[config.mk]
export PLATFORM = sky130hd
export DESIGN_NAME = adder_bist_ctrl
export DESIGN_NICKNAME = d
export VERILOG_FILES = /design/src/rtl/adder_bist_pkg.sv /design/src/rtl/bist_misr.sv /design/src/rtl/adder_bist_ctrl.sv
export SDC_FILE = /design/constraint.sdc
export NUM_CORES = 1
export LEC_CHECK = 0
export BUFFER_PORTS_ARGS = -buffer_cell sky130_fd_sc_hd__buf_2
export CORE_UTILIZATION = 48
export DETAILED_ROUTE_END_ITERATION = 6
export GPL_TIMING_DRIVEN = 0
export PLACE_DENSITY_LB_ADDON = 0.08
export SKIP_LAST_GASP = 1
export SLEW_MARGIN = 10
export SYNTH_ARGS = -nofsm -noshare
export SYNTH_HDL_FRONTEND = slang
export SYNTH_HIERARCHICAL = 1
export SYNTH_SLANG_ARGS = --single-unit
[constraint.sdc]
create_clock -name clk_i -period 2.45 [get_ports clk_i]
set_clock_uncertainty 0.05 [all_clocks]
set_input_delay 0.49 -clock clk_i [delete_from_list [all_inputs] [get_ports clk_i]]
set_output_delay 0.49 -clock clk_i [all_outputs]
set_load 0.02 [all_outputs]
[src/rtl/adder_bist_pkg.sv]
// Shared definitions for the adder BIST controller.
// Holds the FSM state encoding and the default LFSR/MISR polynomials and seeds
// for the 16-bit adder configuration (LFSR width 2N+1 = 33, MISR width N+1 = 17).
package adder_bist_pkg;

  typedef enum logic [2:0] {
    StIdle  = 3'd0,
    StLoad  = 3'd1,
    StRun   = 3'd2,
    StDrain = 3'd3,
    StCheck = 3'd4
  } bist_state_e;

  // x^33 + x^20 + 1, Fibonacci tap mask
  localparam logic [32:0] DefLfsrPoly = 33'h1_0008_0000;
  localparam logic [32:0] DefLfsrSeed = 33'h0_0000_0001;
  // x^17 + x^14 + 1, Galois feedback mask
  localparam logic [16:0] DefMisrPoly = 17'h04001;
  localparam logic [16:0] DefMisrSeed = 17'h00000;

endpackage

[src/rtl/bist_misr.sv]
// Galois-style multiple-input signature register.
// Ports:
//   clk_i, rst_ni : clock, async active-low reset (resets to Seed)
//   load_i        : reload Seed (has priority over en_i)
//   en_i          : shift and absorb data_i this cycle
//   data_i        : parallel input word
//   sig_o         : current signature
module bist_misr #(
  parameter int unsigned     W    = 17,
  parameter logic [W-1:0]    Poly = '0,
  parameter logic [W-1:0]    Seed = '0
) (
  input  logic         clk_i,
  input  logic         rst_ni,
  input  logic         load_i,
  input  logic         en_i,
  input  logic [W-1:0] data_i,
  output logic [W-1:0] sig_o
);

  logic [W-1:0] sig_d, sig_q;

  always_comb begin
    sig_d = sig_q;
    if (load_i) begin
      sig_d = Seed;
    end else if (en_i) begin
      sig_d = ({sig_q[W-2:0], 1'b0} ^ (sig_q[W-1] ? Poly : '0)) ^ data_i;
    end
  end

  always_ff @(posedge clk_i or negedge rst_ni) begin
    if (!rst_ni) begin
      sig_q <= Seed;
    end else begin
      sig_q <= sig_d;
    end
  end

  assign sig_o = sig_q;

endmodule

[src/rtl/adder_bist_ctrl.sv]
// BIST sequencer for an N-bit adder sitting behind a 2:1 operand mux.
// On an accepted start it switches the mux to the internal operands, streams
// LFSR patterns through the adder, compacts {cout,sum} into a MISR and compares
// the final signature with golden_sig_i.
// Ports:
//   clk_i, rst_ni          : clock, async active-low reset
//   start_i, abort_i       : run request (ignored while busy); abort wins
//   num_pat_i              : pattern count, latched on accepted start
//   golden_sig_i           : expected signature, sampled in CHECK
//   sum_in_i, cout_in_i    : adder result
//   sel_o                  : 1 = adder fed from bist_a/b/cin
//   bist_a_o/b_o/cin_o     : operands taken from the LFSR
//   busy_o, done_o, pass_o : status (pass valid while done)
//   signature_o            : live MISR contents
// Build option: define ADDER_BIST_CTRL_PIPE_CAPTURE_EN to register the adder
// result before the MISR; a DRAIN state then absorbs the last result.
module adder_bist_ctrl
  import adder_bist_pkg::*;
#(
  parameter int unsigned    N         = 16,
  parameter int unsigned    CNT_W     = 16,
  parameter logic [2*N:0]   LFSR_SEED = DefLfsrSeed,
  parameter logic [2*N:0]   LFSR_POLY = DefLfsrPoly,
  parameter logic [N:0]     MISR_SEED = DefMisrSeed,
  parameter logic [N:0]     MISR_POLY = DefMisrPoly
) (
  input  logic             clk_i,
  input  logic             rst_ni,
  input  logic             start_i,
  input  logic             abort_i,
  input  logic [CNT_W-1:0] num_pat_i,
  input  logic [N:0]       golden_sig_i,
  input  logic [N-1:0]     sum_in_i,
  input  logic             cout_in_i,
  output logic             sel_o,
  output logic [N-1:0]     bist_a_o,
  output logic [N-1:0]     bist_b_o,
  output logic             bist_cin_o,
  output logic             busy_o,
  output logic             done_o,
  output logic             pass_o,
  output logic [N:0]       signature_o
);

  // A zero seed would lock the LFSR at zero.
  localparam logic [2*N:0] LfsrSeedEff =
      (LFSR_SEED == '0) ? {{(2*N){1'b0}}, 1'b1} : LFSR_SEED;

  bist_state_e      state_q;
  logic [2*N:0]     lfsr_q;
  logic [CNT_W-1:0] cnt_q, num_pat_q;
  logic             sel_q, busy_q, done_q, pass_q;

  logic             misr_load, misr_en, last_pat, lfsr_fb;
  logic [N:0]       misr_data, misr_sig;

  assign last_pat = (cnt_q == num_pat_q - CNT_W'(1));
  assign lfsr_fb  = ^(lfsr_q & LFSR_POLY);

`ifdef ADDER_BIST_CTRL_PIPE_CAPTURE_EN
  logic [N:0] cap_q;

  always_ff @(posedge clk_i or negedge rst_ni) begin
    if (!rst_ni) begin
      cap_q <= '0;
    end else if (state_q == StRun) begin
      cap_q <= {cout_in_i, sum_in_i};
    end
  end

  // MISR lags the adder by one cycle: the first RUN cycle has nothing captured
  // yet, and DRAIN absorbs the final pattern.
  always_comb begin
    misr_load = (state_q == StLoad) && !abort_i;
    misr_en   = !abort_i && (((state_q == StRun) && (cnt_q != '0)) || (state_q == StDrain));
    misr_data = cap_q;
  end
`else
  always_comb begin
    misr_load = (state_q == StLoad) && !abort_i;
    misr_en   = (state_q == StRun) && !abort_i;
    misr_data = {cout_in_i, sum_in_i};
  end
`endif

  bist_misr #(
    .W    (N + 1),
    .Poly (MISR_POLY),
    .Seed (MISR_SEED)
  ) u_misr (
    .clk_i  (clk_i),
    .rst_ni (rst_ni),
    .load_i (misr_load),
    .en_i   (misr_en),
    .data_i (misr_data),
    .sig_o  (misr_sig)
  );

  always_ff @(posedge clk_i or negedge rst_ni) begin
    if (!rst_ni) begin
      state_q   <= StIdle;
      lfsr_q    <= LfsrSeedEff;
      cnt_q     <= '0;
      num_pat_q <= '0;
      sel_q     <= 1'b0;
      busy_q    <= 1'b0;
      done_q    <= 1'b0;
      pass_q    <= 1'b0;
    end else if (abort_i) begin
      // LFSR and MISR deliberately hold for post-mortem inspection.
      state_q <= StIdle;
      sel_q   <= 1'b0;
      busy_q  <= 1'b0;
      done_q  <= 1'b0;
      pass_q  <= 1'b0;
    end else begin
      case (state_q)
        StIdle: begin
          if (start_i) begin
            num_pat_q <= num_pat_i;
            state_q   <= StLoad;
            busy_q    <= 1'b1;
            done_q    <= 1'b0;
          end
        end
        StLoad: begin
          lfsr_q  <= LfsrSeedEff;
          cnt_q   <= '0;
          sel_q   <= 1'b1;
          state_q <= (num_pat_q == '0) ? StCheck : StRun;
        end
        StRun: begin
          lfsr_q <= {lfsr_q[2*N-1:0], lfsr_fb};
          cnt_q  <= cnt_q + CNT_W'(1);
          if (last_pat) begin
`ifdef ADDER_BIST_CTRL_PIPE_CAPTURE_EN
            state_q <= StDrain;
`else
            state_q <= StCheck;
`endif
          end
        end
`ifdef ADDER_BIST_CTRL_PIPE_CAPTURE_EN
        StDrain: state_q <= StCheck;
`endif
        StCheck: begin
          pass_q  <= (misr_sig == golden_sig_i);
          done_q  <= 1'b1;
          sel_q   <= 1'b0;
          busy_q  <= 1'b0;
          state_q <= StIdle;
        end
        default: state_q <= StIdle;
      endcase
    end
  end

  assign sel_o       = sel_q;
  assign bist_a_o    = lfsr_q[2*N:N+1];
  assign bist_b_o    = lfsr_q[N:1];
  assign bist_cin_o  = lfsr_q[0];
  assign busy_o      = busy_q;
  assign done_o      = done_q;
  assign pass_o      = pass_q;
  assign signature_o = misr_sig;

endmodule

-- Yosys cells after proc, flatten, opt, wreduce, memory -nomap -nowiden
Index checks and enable logic that the tools add are counted.
- flip-flop bits (word level): 89
- word-level logic and storage cells: 56
- output and inout port bits: 54
- reduce and logical (&&, ||, !) cells: 15
- add/subtract/negate cells: 2
- bitwise logic cells: 3
- equal/unequal tests: 7
- multiplexer cells: 20
- operators with widths (cell ; count):
    $pmux W33 S2 ; 1
    $mux W17 ; 2
    $xor A17 B17 Y17 ; 2
    $reduce_xor A33 Y1 ; 1
    $pmux W16 S2 ; 1
    $eq A17 B17 Y1 ; 1
    $add A16 B1 Y16 const B ; 1
    $eq A16 B16 Y1 ; 1
    $logic_not A16 Y1 ; 1
    $sub A16 B1 Y16 const B ; 1
    $mux W15 ; 1
    $mux W3 ; 4
    $pmux W3 S3 ; 1
    $mux W1 ; 7
    $ne A3 B3 Y1 const B ; 2
    $pmux W1 S2 ; 3
    $reduce_and A2 Y1 ; 3
    $reduce_bool A2 Y1 ; 3
    $reduce_bool A3 Y1 ; 2
    $eq A3 B1 Y1 const B ; 1
    $eq A3 B2 Y1 const B ; 1
    $eq A3 B3 Y1 const B ; 1
    $logic_not A3 Y1 ; 1
    $reduce_and A3 Y1 ; 1
    3 further kinds ; 4

-- Longest topological paths before layout
- depth after elaboration: 5
- gate-level depth with buffers: 9
- gate-level depth less buffers: 8

-- Hierarchy
The synthesis kept the hierarchy.
- by module, submodules not included (module ; cells an instance ; times used ; seq. area each (um^2) ; area an instance (um^2)):
    adder_bist_ctrl ; 332 ; 1 ; 1803.0 ; 3619.7
    bist_misr ; 74 ; 1 ; 425.4 ; 833.3

-- Least setup slack after synthesis
No wires, ideal clock.
- path kind: reg-to-reg
- from: register num_pat_q[0]
- to: register state_q[2]
- slack: 0.055 ns
- buffers on the path: 1
- data arrival time: 2.279 ns
- cell stages (with the launch flop): 10
- cells stage by stage: dfrtp_1 -> inv_1 -> ha_1 -> buf_2 -> or4b_2 -> nor4_1 -> xnor2_1 -> o211ai_1 -> nor4_1 -> a2bb2o_1
- word-level cells in the longest chain between the ends: 4
- ends and longest elaborated chain (item ; RTL line ; RTL):
    start, declared ; adder_bist_ctrl.sv:51 ; logic [CNT_W-1:0] cnt_q, num_pat_q;
    start signal, assigned ; adder_bist_ctrl.sv:120 ; num_pat_q <= num_pat_i;
    $sub A16 B1 Y16 or $logic_not A16 Y1 (tied branches) ; adder_bist_ctrl.sv:57, adder_bist_ctrl.sv:130 ;
    $eq A16 B16 Y1 or $mux W3 (tied branches) ; adder_bist_ctrl.sv:57, adder_bist_ctrl.sv:130 ;
    $ne A3 B3 Y1 (no source line) or $pmux W3 S3 (tied branches) ; - ;
    $reduce_and A2 Y1 (no source line) or $mux W3 (tied branches) ; - ;
    end signal, assigned ; adder_bist_ctrl.sv:101 ; state_q <= StIdle;
    end signal, assigned ; adder_bist_ctrl.sv:111 ; state_q <= StIdle;
    end signal, assigned ; adder_bist_ctrl.sv:121 ; state_q <= StLoad;
    end, declared ; adder_bist_ctrl.sv:49 ; bist_state_e state_q;
Several ways; a longest one is shown, not always the timed one.
A chain may end at the register's enable or synchronous reset.

-- Final worst setup path
- from: register num_pat_q[2]
- to: register state_q[2]
The elaborated chain is that of the path after synthesis.

==> implementation parameters <==
Parameter                              Value

Synthesis
  Avg Inst Size Synth    11.0 um^2
  Netlist Area Pre-Place    4450 um^2
  Top cells by area, synth    sky130_fd_sc_hd__dfrtp_1 49%, sky130_fd_sc_hd__a22o_1 6.5%, sky130_fd_sc_hd__xnor2_1 5.3%
  Area share of the largest cell type after synthesis    49.5%
  Yosys top cell by area    sky130_fd_sc_hd__dfrtp_1
  Flops & latches, synth    89
  Post-synthesis cell count    406
  Number of library cell types mapped by synthesis    50
  Top flip-flop cell by instance count after synthesis    sky130_fd_sc_hd__dfrtp_1
  Synthesis warning total    6
  Fraction of synthesis flops using an asynchronous set or reset pin    100%
  Sequential fraction of the synthesis area    50.0%
  EDFF count, synth    0
  Number of nets in the synthesized netlist    463

STA
  Upper clock frequency limit    410 MHz
  Setup repair after global routing missed its margin    yes
  Final worst path period need    2.44 ns
  Final setup viols    0
  Tightest slew margin relative to the limit    63.5%
  Final Slew Violations    0
  Total negative setup slack    0 ns
  Endpoints failing hold    0
  Slew @ Worst Pin    0.547 ns
  Final cycle utilization of the critical path    99.7%

CTS
  Skew-Pair Late Insertion Delay    0.35 ns
  Number of buffers on the longest clock path    2
  Num CTS Buffers    9
  Root buffer cell    sky130_fd_sc_hd__clkbuf_8
  Clock input transition at the sequential cells of the worst setup and hold paths    0.09 ns
  Hold-fix buffers, CTS    0
  CTS sink cnt    89
  Number of H-tree levels    3
  Clock tree from TritonCTS    yes

Routing
  Number of search-and-repair iterations in the first detailed-routing pass    6
  Average routed wire per standard cell    16.3 um
  Wire length reported by the detailed router    10400 um
  DRC violations left    0
  Number of vias in the routed layout    3555
  Detailed Route Iter0 Violations    162
  Vias per std cell    5.55
  Post-route ant nets    0

Finish
  Antenna cell count    0
  Area growth from synthesis to final layout    23.0%
  Final layout net count    585
  Number of fillers in the final layout    793
  Non-filler cells in the finished layout    641
  Multi-input gate area in the final layout    2180 um^2
  Most used cells in the layout excluding fill and tap cells    109 x sky130_fd_sc_hd__buf_2, 85 x sky130_fd_sc_hd__dfrtp_1, 33 x sky130_fd_sc_hd__a22o_1, 30 x sky130_fd_sc_hd__nor2_1
  Layout Utilization    61.9%
  Share of final-layout standard cells stronger than drive strength 1    33.2%
  Most common cell after layout, fill and taps aside    sky130_fd_sc_hd__buf_2
  Register area    2230 um^2

Power and ir drop
  Static power due to leakage    2.61 nW
  Max IR drop VDD    0.454 mV
  Cell area power density    757 nW/um^2

Worst setup path
  Kind of end point of the critical path    register
  Startpoint-to-endpoint class of the critical path    reg -> reg
  CP startpoint kind    register
  Highest fanout seen on the critical path    10
  Required time of the critical path    2.69 ns
  Arrival time of the worst setup path    2.68 ns

Global routing
  Wire length of the first global-routing pass    17200 um
  Via count of the first global-routing pass    3532
  Largest net degree at the start of global routing    53
  Initial antenna violation count    0
  Combined global-route utilization of all metal layers    22.5%
  Global route overflow    0

Placed design
  Cell count after placement    622
  HPWL reported at the end of detailed placement    7400 um
  Buffers on Ports    107
  Global placement routability congestion    0.847

Hold path
  Hold/Removal Path Class    in -> async

Flow run
  Maximum Capacitance Violations    0

Floorplan
  Die ar.    9670 um^2
  I/O pin count    108
  Width of the die    98.3 um
  Initial core utilization    50.3%
  Core Region    8850 um^2
  Die extent in y    98.3 um
  Num rows    34

Status
  Status    complete, no violations
[timing repair]
item | 4_1_cts | 5_1_grt
hold endpoints to repair | 0 | 0
pin swaps | 5 | 4
gates resized for setup | 19 | 8
endpoints found under the setup margin | 19 | 17
buffers inserted | 4 | 0
[report_power, final]
| part | switching [mW] | internal (mW) | leakage, nW |
|---|---|---|---|
| Combinational | 0.681 | 0.582 | 1.34 |
| Sequential | 0.268 | 1.67 | 1.17 |
| Clock | 0.519 | 0.426 | 0.0963 |
| Total | 1.47 | 2.68 | 2.61 |
[stage by stage]
step | instance area [um^2] | worst slack [ns] | hold slack [ns] | total power [mW]
final | 5480 | 0.00802 | 0.0571 | 4.14
after global routing | 5480 | -0.0477 | 0.0830 | 4.38
after CTS | 5450 | -0.0350 | 0.0762 | 4.15
after detailed placement | 5150 | -0.465 | 0.435 | 3.14
after global placement | 5120 | -0.389 | 0.438 | 3.10
after floorplan | 4450 | 0.0551 | 0.144 | 2.74
[worst paths after layout]
path,start,depth (start not counted),endpoint,slack [ns]
max in group asynchronous,rst_ni,2,lfsr_q[0]$_DFFE_PN1P_,1.62
hold / removal,rst_ni,1,cnt_q[10]$_DFFE_PN0P_,0.06
min in group clk_i,num_pat_i[7],2,num_pat_q[7]$_DFFE_PN0P_,0.32
hold reg to reg,pass_o$_DFFE_PN0N_,2,pass_o$_DFFE_PN0N_,0.46
setup reg to reg,num_pat_q[2]$_DFFE_PN0P_,7,state_q[2]$_DFFE_PN0P_,0.008
setup / recovery,num_pat_q[2]$_DFFE_PN0P_,7,state_q[2]$_DFFE_PN0P_,0.008
[worst max-delay path, stage by stage, from the launching register on]
cell and delay (ns):
sky130_fd_sc_hd__dfrtp_2 0.45, sky130_fd_sc_hd__or4_4 0.54, sky130_fd_sc_hd__buf_6 0.17, sky130_fd_sc_hd__nor4_4 0.30, sky130_fd_sc_hd__xnor2_1 0.15, sky130_fd_sc_hd__o211ai_1 0.16, sky130_fd_sc_hd__nor4_4 0.39, sky130_fd_sc_hd__a2bb2o_4 0.17
[flip-flops by register name (all words and copies together) (netlist names)]
name and cells:
state_q 3, u_misr/sig_o 17, lfsr_q 33, num_pat_q 16, sel_o 1, busy_o 1, done_o 1, pass_o 1
cnt_q 16
[cell usage after synthesis (4+ instances only)]
| cell | count |
|---|---|
| sky130_fd_sc_hd__nor2_1 | 31 |
| sky130_fd_sc_hd__a21oi_1 | 6 |
| sky130_fd_sc_hd__or3_1 | 4 |
| sky130_fd_sc_hd__mux2_2 | 16 |
| sky130_fd_sc_hd__a22o_1 | 33 |
| sky130_fd_sc_hd__xnor2_1 | 27 |
| sky130_fd_sc_hd__nand3_1 | 10 |
| sky130_fd_sc_hd__o31ai_1 | 5 |
| sky130_fd_sc_hd__nor4_1 | 11 |
| sky130_fd_sc_hd__a211oi_1 | 17 |
| sky130_fd_sc_hd__xor2_1 | 27 |
| sky130_fd_sc_hd__nand4_1 | 5 |
| sky130_fd_sc_hd__clkbuf_1 | 14 |
| sky130_fd_sc_hd__o21ai_0 | 16 |
| sky130_fd_sc_hd__o211ai_1 | 5 |
| sky130_fd_sc_hd__nand2_1 | 22 |
| sky130_fd_sc_hd__inv_1 | 8 |
| sky130_fd_sc_hd__mux2i_1 | 4 |
| sky130_fd_sc_hd__dfrtp_1 | 88 |
| sky130_fd_sc_hd__nor3_1 | 4 |
| sky130_fd_sc_hd__buf_2 | 4 |
[layout make-up]
cell class / count / area share [%]
Sequential cell: 89 / 40.8
Multi-Input combinational cell: 287 / 39.9
Timing Repair Buffer: 112 / 10.9
Clock buffer: 12 / 2.83
Tap cell: 108 / 2.47
Buffer: 21 / 2.15
Inverter: 8 / 0.548
Clock inverter: 4 / 0.503
[routing by layer]
metal	GRT usage [%]	share of wire, %	vias up
li1	-	-	1722
met1	30.0	46	1751
met2	37.7	50	73
met3	3.51	3.6	9
met4	7.12	1.0	0
met5	0	0	-
[cells by family (layout without fill, tap and decap cells)]
group	after synthesis	after routing	synth area share, %
buffers and inverters	30	157	3.23
AO/OA/AOI/OAI	96	96	16.2
XOR/XNOR	55	55	11.2
flip-flops	89	89	50.0
adder cells (fa/ha/maj)	3	3	0.843
multiplexers	20	20	4.95
AND/OR/NAND/NOR	113	113	13.5
Note: power is estimated with default switching activity, not from simulation.
